==> config.mk <==
export PLATFORM = sky130hd
export DESIGN_NAME = enc8to3_rr
export DESIGN_NICKNAME = d
export VERILOG_FILES = /design/src/rtl/enc8to3_rr_pkg.sv /design/src/rtl/enc8to3_rr_dec3to8.sv /design/src/rtl/enc8to3_rr.sv
export SDC_FILE = /design/constraint.sdc
export NUM_CORES = 1
export LEC_CHECK = 0
export ABC_AREA = 1
export BUFFER_PORTS_ARGS = -buffer_cell sky130_fd_sc_hd__buf_2
export CAP_MARGIN = 20
export CORE_UTILIZATION = 45
export DETAILED_ROUTE_END_ITERATION = 8
export GPL_ROUTABILITY_DRIVEN = 1
export PLACE_DENSITY = 0.66
export SETUP_SLACK_MARGIN = 0.4
export SYNTH_ARGS = -nofsm -noshare
export SYNTH_HDL_FRONTEND = slang
export SYNTH_SLANG_ARGS = --single-unit
==> constraint.sdc <==
create_clock -name clk_i -period 2.6 [get_ports clk_i]
set_input_delay 0.39 -clock clk_i [delete_from_list [all_inputs] [get_ports clk_i]]
set_output_delay 0.39 -clock clk_i [all_outputs]
set_load 0.01 [all_outputs]
==> src/rtl/enc8to3_rr_pkg.sv <==
// Shared constants, FSM state type and slot/bit mapping for the 8-to-3 round-robin encoder
// and the 3-to-8 decoder it mirrors.
package enc8to3_rr_pkg;

  localparam int unsigned NSLOT = 8;
  localparam int unsigned SELW  = 3;

  typedef enum logic {
    IDLE = 1'b0,
    HOLD = 1'b1
  } state_e;

  // Slot k lives on request/decode bit 7-k.
  function automatic logic [SELW-1:0] slot_bit(input logic [SELW-1:0] k);
    return SELW'(NSLOT - 1) - k;
  endfunction

endpackage

==> src/rtl/enc8to3_rr_dec3to8.sv <==
// 3-to-8 decoder with enable; output bit 7-w is set, so ordering matches the encoder slots.
module dec3to8
  import enc8to3_rr_pkg::*;
(
  input  logic [SELW-1:0]  w_i,
  input  logic             en_i,
  output logic [NSLOT-1:0] y_o
);

  always_comb begin
    y_o = '0;
    if (en_i) y_o[slot_bit(w_i)] = 1'b1;
  end

endmodule

==> src/rtl/enc8to3_rr.sv <==
// Encodes up to eight pending requests into a 3-bit slot index, handed out one per
// Valid/Ready handshake with round-robin (or fixed-priority) selection.
module enc8to3_rr
  import enc8to3_rr_pkg::*;
#(
  parameter bit RR_EN = 1'b1
) (
  input  logic             clk_i,
  input  logic             rst_i,
  input  logic [NSLOT-1:0] req_i,
  input  logic             en_i,
  input  logic             ready_i,
  output logic [SELW-1:0]  w_o,
  output logic             valid_o,
  output logic [NSLOT-1:0] y_o
);

  state_e           state_q, state_d;
  logic [NSLOT-1:0] pend_q, pend_d;   // indexed by slot, not by req bit
  logic [SELW-1:0]  ptr_q, ptr_d;
  logic [SELW-1:0]  w_q, w_d;
  logic             valid_q, valid_d;

  logic [NSLOT-1:0] set_v, clr_v, rem;
  logic             hs;

  // First pending slot at or after start, searching upward modulo NSLOT.
  function automatic logic [SELW-1:0] rr_sel(input logic [NSLOT-1:0] mask,
                                              input logic [SELW-1:0]  start);
    logic [SELW-1:0] idx;
    logic            found;
    rr_sel = start;
    found  = 1'b0;
    for (int i = 0; i < NSLOT; i++) begin
      idx = start + SELW'(i);
      if (!found && mask[idx]) begin
        rr_sel = idx;
        found  = 1'b1;
      end
    end
  endfunction

  always_ff @(posedge clk_i) begin
    if (rst_i) begin
      state_q <= IDLE;
      pend_q  <= '0;
      ptr_q   <= '0;
      w_q     <= '0;
      valid_q <= 1'b0;
    end else begin
      state_q <= state_d;
      pend_q  <= pend_d;
      ptr_q   <= ptr_d;
      w_q     <= w_d;
      valid_q <= valid_d;
    end
  end

  always_comb begin
    state_d = state_q;
    pend_d  = pend_q;
    ptr_d   = ptr_q;
    w_d     = w_q;
    valid_d = valid_q;
    set_v   = '0;
    clr_v   = '0;
    hs      = valid_q & ready_i;

    for (int k = 0; k < NSLOT; k++) begin
      set_v[k] = en_i & req_i[slot_bit(SELW'(k))];
    end
    if (hs) clr_v = NSLOT'(1) << w_q;

    // Same-cycle captures stay out of rem so they wait for the next search.
    rem    = pend_q & ~clr_v;
    pend_d = rem | set_v;

    case (state_q)
      IDLE: begin
        if (pend_q != '0) begin
          w_d     = rr_sel(pend_q, RR_EN ? ptr_q : '0);
          valid_d = 1'b1;
          state_d = HOLD;
        end
      end
      HOLD: begin
        if (hs) begin
          if (RR_EN) ptr_d = w_q + SELW'(1);
          if (rem != '0) begin
            w_d = rr_sel(rem, RR_EN ? (w_q + SELW'(1)) : '0);
          end else begin
            valid_d = 1'b0;
            state_d = IDLE;
          end
        end
      end
      default: state_d = IDLE;
    endcase
  end

  assign w_o     = w_q;
  assign valid_o = valid_q;

  dec3to8 u_dec (
    .w_i  (w_q),
    .en_i (valid_q),
    .y_o  (y_o)
  );

endmodule

After elaboration in Yosys (flattened, before gate mapping)
Index checks and enable logic that the tools add are counted.
Word-level totals
  word-level logic and storage cells: 202
  register bits after elaboration: 16
  input bits: 12
Cells by class
  $lt $le $gt $ge: 18
  equal/unequal tests: 4
  shifts and indexed selects: 1
  bitwise operators: 13
  add/sub/neg operators: 16
  reductions and logical operators: 34
  multiplexer cells: 111
Operator list (number)
  $mux 1: 72
  $lt 3x4->1 const B: 17
  $mux 3: 17
  $bmux 1 s3: 16
  $add 3x3->3 const B: 8
  $mux 8: 2
  $reduce_bool 8->1: 2
  $logic_and 1x1->1: 15
  $logic_not 1->1: 14
  $add 3x2->3 const B: 4
  $add 3x1->3 const B: 3
  $and 1x1->1: 9
  $and 8x8->8: 1
  $not 8->8: 1
  $or 8x8->8: 1
  $shl 1x3->8 const A: 1
  $pmux 3 s2: 1
  $reduce_and 3->1: 2
  $ne 2x1->1 const B: 2
  $ne 2x2->1 const B: 2
  $pmux 1 s2: 2
  $demux 1 s3: 1
  $ge 3x1->1 const B: 1
  $sub 3x3->3 const A: 1
  other kinds (2): 2

Logic depth before layout (Yosys ltp)
  depth in word-level cells: 52
  gate-level depth with buffers: 25

Hierarchy
From an unflattened synthesis, not the netlist that was laid out.
Second synthesis, totals
  cell total of the unflattened synthesis: 411
  area total of the unflattened synthesis: 2307.2 um^2
By module, submodules not included
  enc8to3_rr: area each 2243.4 um^2, cells an instance 394, instances 1, sequential area each 320.3 um^2
  dec3to8: area each 63.8 um^2, cells an instance 17, instances 1, sequential area each 0.0 um^2

Least setup slack after synthesis
OpenSTA, ideal clock, no wires.
  path type: flip-flop to flip-flop
  start point: reg w_q[0], in the netlist w_o[0]
  end point: reg w_q[0], in the netlist w_o[0]
  stages on the path, launching flop included: 22
  clock period less this slack: 2885 ps
  slack: -285 ps
  required time: 2488 ps
  library setup time: 112 ps
  data arrival time: 2773 ps
  cells stage by stage: dfxtp_1 > buf_6 > inv_4 > buf_6 > ha_1 > buf_6 > xnor2_2 > nand3_1 > nand3_2 > nand2_4 > nor2_8 > nand2_2 > nor2_4 > nand2_2 > nor2_4 > nand3b_4 > nand2_2 > nand2_2 > nand2_2 > nand2_1 > nand2_1 > nor2_2
On the way
  cells in the longest elaborated chain, start to end: 52
  elaborated cells between the ends (all ways): 83
RTL lines
  start, declared: RTL line enc8to3_rr.sv:21  | logic [SELW-1:0] w_q, w_d;
  start signal, assigned: RTL line enc8to3_rr.sv:54  | w_q <= w_d;
  branches (longest 52 deep; another with $add 3x1->3)
Several ways; the timed one is not identified. The select of a mux whose other input is x is not followed.
A chain may end at the register's enable or synchronous reset.

Worst setup path in the final report
  start point: reg w_q[1], in the netlist w_o[1]
  end point: reg w_q[0], in the netlist w_o[0]
The elaborated chain is that of the path after synthesis.

==> flow_results.org <==
** Place
- Port buffering added 23 buffers.
- Half-perimeter wire length after placement :: 4.875 mm
- Cell total after placement :: 493
- At the end of routability-driven placement, the weighted congestion stood at 0.8984.

** GRT
- The via count of the first global-routing pass came to 2508.
- Global-route total usage across every layer :: 27.03%
- Entering global routing, the biggest net connects 13 pins.
- The first global-routing pass estimated 11.32 mm of wire.
- Initial antenna violation count :: 0
- Congestion Overflow GR :: 0

** Floorplanning
- Die Span Y :: 72.88 µm
- The floorplan step set the die width to 72.88 µm.
- Once the floorplan was initialized, standard cells occupied 47.24% of the core.
- Site row count :: 25
- The die covers 0.005311 mm².
- During I/O placement, the number of pins put on the boundary was 24.
- The region available for standard cell placement spans 0.004786 mm².

** Drt
- Violation count after the first detailed-route iteration :: 138
- In the routed layout, each cell is associated on average with a via count of 5.234.
- The first TritonRoute pass finished after 5 iterations.
- Vias :: 2701
- After detailed routing, the total wire length is 7.041 mm.
- WL/cell :: 13.65 µm
- Post-route DRC :: 0
- Remaining antenna violation count after routing :: 0

** Cells and area
- Most frequent cells in the layout :: sky130_fd_sc_hd__nand2_1 (124), sky130_fd_sc_hd__nand3_1 (40), sky130_fd_sc_hd__inv_1 (36)
- The final layout contains 472 nets.
- Number of fill cells in the layout :: 443
- Filler-free cell count of the finished design :: 516
- Share of final-layout standard cells stronger than drive strength 1 :: 35.41%
- Leaving out fill and tap cells, the most frequent cell in the layout is sky130_fd_sc_hd__nand2_1.
- Summing all flip-flop and latch instances after layout gives 332.8 µm².
- Share of the core filled with cells in the final layout :: 63.45%
- Antenna Diode Count :: 0
- Relative to the synthesized area, the layout overhead comes to 34.31%.
- Summing all multi-input logic gate instances after layout gives 0.001982 mm².

** Worst setup path
- The worst setup path is launched from a flip-flop.
- For the worst setup path, the data arrival time is 2.59 ns.
- Across all register-to-register paths, the minimum setup slack is 0.18 ns.
- Kind of end point of the critical path :: flip-flop
- CP bufs+invs :: 1
- Data required time of the critical path :: 2.77 ns
- Critical path destination :: w_o[0]
- Walking the worst path, the cells encountered are inv_4, ha_4, xnor2_4, nand3_2, nand3_2, nand2_4, nor2_8, nand2_4, nor2_4, nand2_4, nor2_4, nand3b_4, nand2_2, nand2_2, nand2_2, nand2_1, nand2_1, nor2_2.
- Capturing point of the worst reg2reg path :: w_o[0]
- For this run, the slowest stage of the critical path takes 0.40 ns.
- Critical path depth :: 18
- Along the worst path, the maximum fanout reaches 6.
- Counting cells, the worst reg-to-reg path comes to 18.
- CP max stage cell :: sky130_fd_sc_hd__dfxtp_4
- Critical path startpoint :: w_o[1]
- Worst path top cell family by delay :: simple AND/OR/NAND/NOR gates
- Crit Path Class :: reg -> reg
- FF-to-FF Start :: w_o[1]

** Clocking
- In this run the number of H-tree levels came out at 1.
- TritonCTS built the clock tree.
- The cell sitting at the root of the clock tree is a sky130_fd_sc_hd__clkbuf_8.
- Clk_lat worst skew :: 0.27 ns
- The clock drives 16 sinks.
- The number of clock buffers added by TritonCTS is 3.
- Clk buf depth :: 2
- Number of buffers inserted by hold repair at cts :: 0
- Clock slew seen by the registers of the worst setup and hold paths :: 0.08 ns

** Yosys
- Sequential share of the synthesized area :: 14.17%
- Register bit count reported by yosys :: 16
- After synthesis, the netlist uses 37 different library cells.
- Synth Net Count :: 422
- Yosys printed 0 warnings.
- Average footprint of a synthesized cell :: 5.652 µm²
- Summing every instance area after synthesis gives 0.002261 mm².
- Gate count after technology mapping :: 400

** Run
- Across the run, the number of max-cap violations was 0.

** Timing
- The smallest clock period supported by the final layout is computed as 2.425 ns.
- Setup violations remaining at the end of the flow were counted as 0.
- Setup repair after global routing could not meet its margin everywhere.
- Fin crit share :: 93.27%
- Setup total negative slack on the finished layout was measured at 0 ns.
- Final number of max-transition violations :: 0
- Measured against its own limit, the worst slew margin works out to 62.31%.
- The count of endpoints failing hold in the final timing report came to 0.
- Final worst clock skew :: 0.01064 ns
- For the pin with the worst max-slew slack, the measured transition is 0.5594 ns.
- Timing would allow up to 0.4124 GHz.

** Pwr
- Worst IR drop on VDD :: 0.001038 V
- Total power after layout :: 4313 µW
- Power spread over the standard cell area amounts to 1420 mW/mm².
- For this design the static power due to leakage is 0.001518 µW.

** Outcome
- Status :: finished, final reports clean

** Min path
- Worst hold path class :: in -> reg
==> cells in the mapped netlist <==
master / count / share of area, %
sky130_fd_sc_hd__xor2_2: 1 / 0.72
sky130_fd_sc_hd__nor4_1: 2 / 0.55
sky130_fd_sc_hd__xnor2_2: 1 / 0.72
sky130_fd_sc_hd__o21bai_1: 1 / 0.33
sky130_fd_sc_hd__buf_2: 3 / 0.66
sky130_fd_sc_hd__nand4_1: 3 / 0.83
sky130_fd_sc_hd__o211ai_1: 3 / 1.0
sky130_fd_sc_hd__nand2_4: 1 / 0.50
sky130_fd_sc_hd__ha_1: 10 / 5.5
sky130_fd_sc_hd__and3_1: 1 / 0.28
sky130_fd_sc_hd__a211oi_1: 1 / 0.33
sky130_fd_sc_hd__a21oi_1: 20 / 4.4
sky130_fd_sc_hd__nand2_2: 13 / 3.6
sky130_fd_sc_hd__nand2_1: 132 / 22
sky130_fd_sc_hd__o21ai_1: 7 / 1.5
sky130_fd_sc_hd__buf_4: 3 / 1.0
sky130_fd_sc_hd__nor2_8: 1 / 0.89
sky130_fd_sc_hd__clkinv_1: 1 / 0.17
sky130_fd_sc_hd__clkbuf_1: 2 / 0.33
sky130_fd_sc_hd__xnor2_1: 3 / 1.2
sky130_fd_sc_hd__inv_2: 4 / 0.66
sky130_fd_sc_hd__buf_6: 3 / 1.5
sky130_fd_sc_hd__nor2_2: 3 / 0.83
sky130_fd_sc_hd__o21ai_0: 14 / 3.1
sky130_fd_sc_hd__nor3_2: 2 / 0.89
sky130_fd_sc_hd__nand3b_4: 1 / 0.89
sky130_fd_sc_hd__inv_1: 41 / 6.8
sky130_fd_sc_hd__or2_2: 1 / 0.28
sky130_fd_sc_hd__nand3_2: 7 / 3.1
sky130_fd_sc_hd__and2_1: 3 / 0.83
sky130_fd_sc_hd__clkinv_2: 1 / 0.22
sky130_fd_sc_hd__nand3_1: 59 / 13
sky130_fd_sc_hd__xor2_1: 2 / 0.77
sky130_fd_sc_hd__nor2_1: 31 / 5.1
sky130_fd_sc_hd__nor2_4: 2 / 1.0
sky130_fd_sc_hd__inv_4: 1 / 0.28
sky130_fd_sc_hd__dfxtp_1: 16 / 14
==> area by class of cell <==
type	count	area share, %
Multi-Input combinational cell	325	65.27
Tap cell	67	2.761
Clock buffer	4	1.813
Timing Repair Buffer	56	12.98
Sequential cell	16	10.96
Inverter	48	6.222
==> flip-flops by register name, summed over array words and instances, names as in the netlist <==
name	count
ptr_q	3
state_q	1
valid_o	1
w_o	3
pend_q	8
==> routing by layer <==
metal  GRT usage, %  vias up  part of all wire [%]
met5              0        -                     0
met4          7.407        0                   2.0
met3          2.210       20                   5.1
met2          47.04      100                    49
met1          35.77     1196                    44
li1               -     1385                     -
==> report_power, final <==
group	internal, µW	switching [µW]	leakage (µW)
sequential	290	66.0	0.000135
clock	135	106	0.0000288
combinational	1520	2200	0.00135
total	1940	2370	0.00152
==> per-stage QoR <==
| stage | setup WS (ns) | hold WS (ns) | instance area [µm²] |
|---|---|---|---|
| final | 0.1751 | 0.3704 | 3037 |
| after global routing | 0.01809 | 0.3781 | 3037 |
| after CTS | 0.2435 | 0.3669 | 2910 |
| after detailed placement | 0.01941 | 0.5465 | 2546 |
| after global placement | 0.07600 | 0.5376 | 2546 |
| after floorplan | 0.004556 | 0.4998 | 2328 |
==> worst reg2reg max path: stages, from the launching register on <==
cell and delay [ns]:
sky130_fd_sc_hd__dfxtp_4 0.40, sky130_fd_sc_hd__inv_4 0.06, sky130_fd_sc_hd__ha_4 0.27, sky130_fd_sc_hd__xnor2_4 0.27
sky130_fd_sc_hd__nand3_2 0.14, sky130_fd_sc_hd__nand3_2 0.11, sky130_fd_sc_hd__nand2_4 0.08, sky130_fd_sc_hd__nor2_8 0.13
sky130_fd_sc_hd__nand2_4 0.07, sky130_fd_sc_hd__nor2_4 0.11, sky130_fd_sc_hd__nand2_4 0.07, sky130_fd_sc_hd__nor2_4 0.12
sky130_fd_sc_hd__nand3b_4 0.11, sky130_fd_sc_hd__nand2_2 0.10, sky130_fd_sc_hd__nand2_2 0.05, sky130_fd_sc_hd__nand2_2 0.06
sky130_fd_sc_hd__nand2_1 0.05, sky130_fd_sc_hd__nand2_1 0.07, sky130_fd_sc_hd__nor2_2 0.04
==> cells by family (layout without fill, tap and decap cells) <==
logic type | Yosys count | count (layout) | share of synthesized area, %
AND/OR/NAND/NOR | 262 | 262 | 54.57
AO/OA/AOI/OAI | 46 | 46 | 10.74
flip-flops | 16 | 16 | 14.17
adder cells (fa/ha/maj) | 10 | 10 | 5.534
buffers and inverters | 59 | 108 | 11.62
XOR/XNOR | 7 | 7 | 3.377
==> worst min-delay path by stage <==
stage,startpoint,endpoint,slack (ns),cells after the start
6_report,req_i[5],pend_q[2],0.37,3
5_1_grt,req_i[3],pend_q[4],0.38,3
4_1_cts,req_i[1],pend_q[6],0.37,3
3_5_place_dp,pend_q[0],pend_q[0],0.55,2
3_3_place_gp,pend_q[0],pend_q[0],0.54,2
2_1_floorplan,pend_q[4],pend_q[4],0.50,2
==> timing repair <==
item | in CTS | in global routing
gates resized for setup | 47 | 29
endpoints found under the setup margin | 3 | 3
buffers inserted | 17 | 2
pin swaps | 31 | 10
No activity file was read; power rests on OpenSTA's default activity.
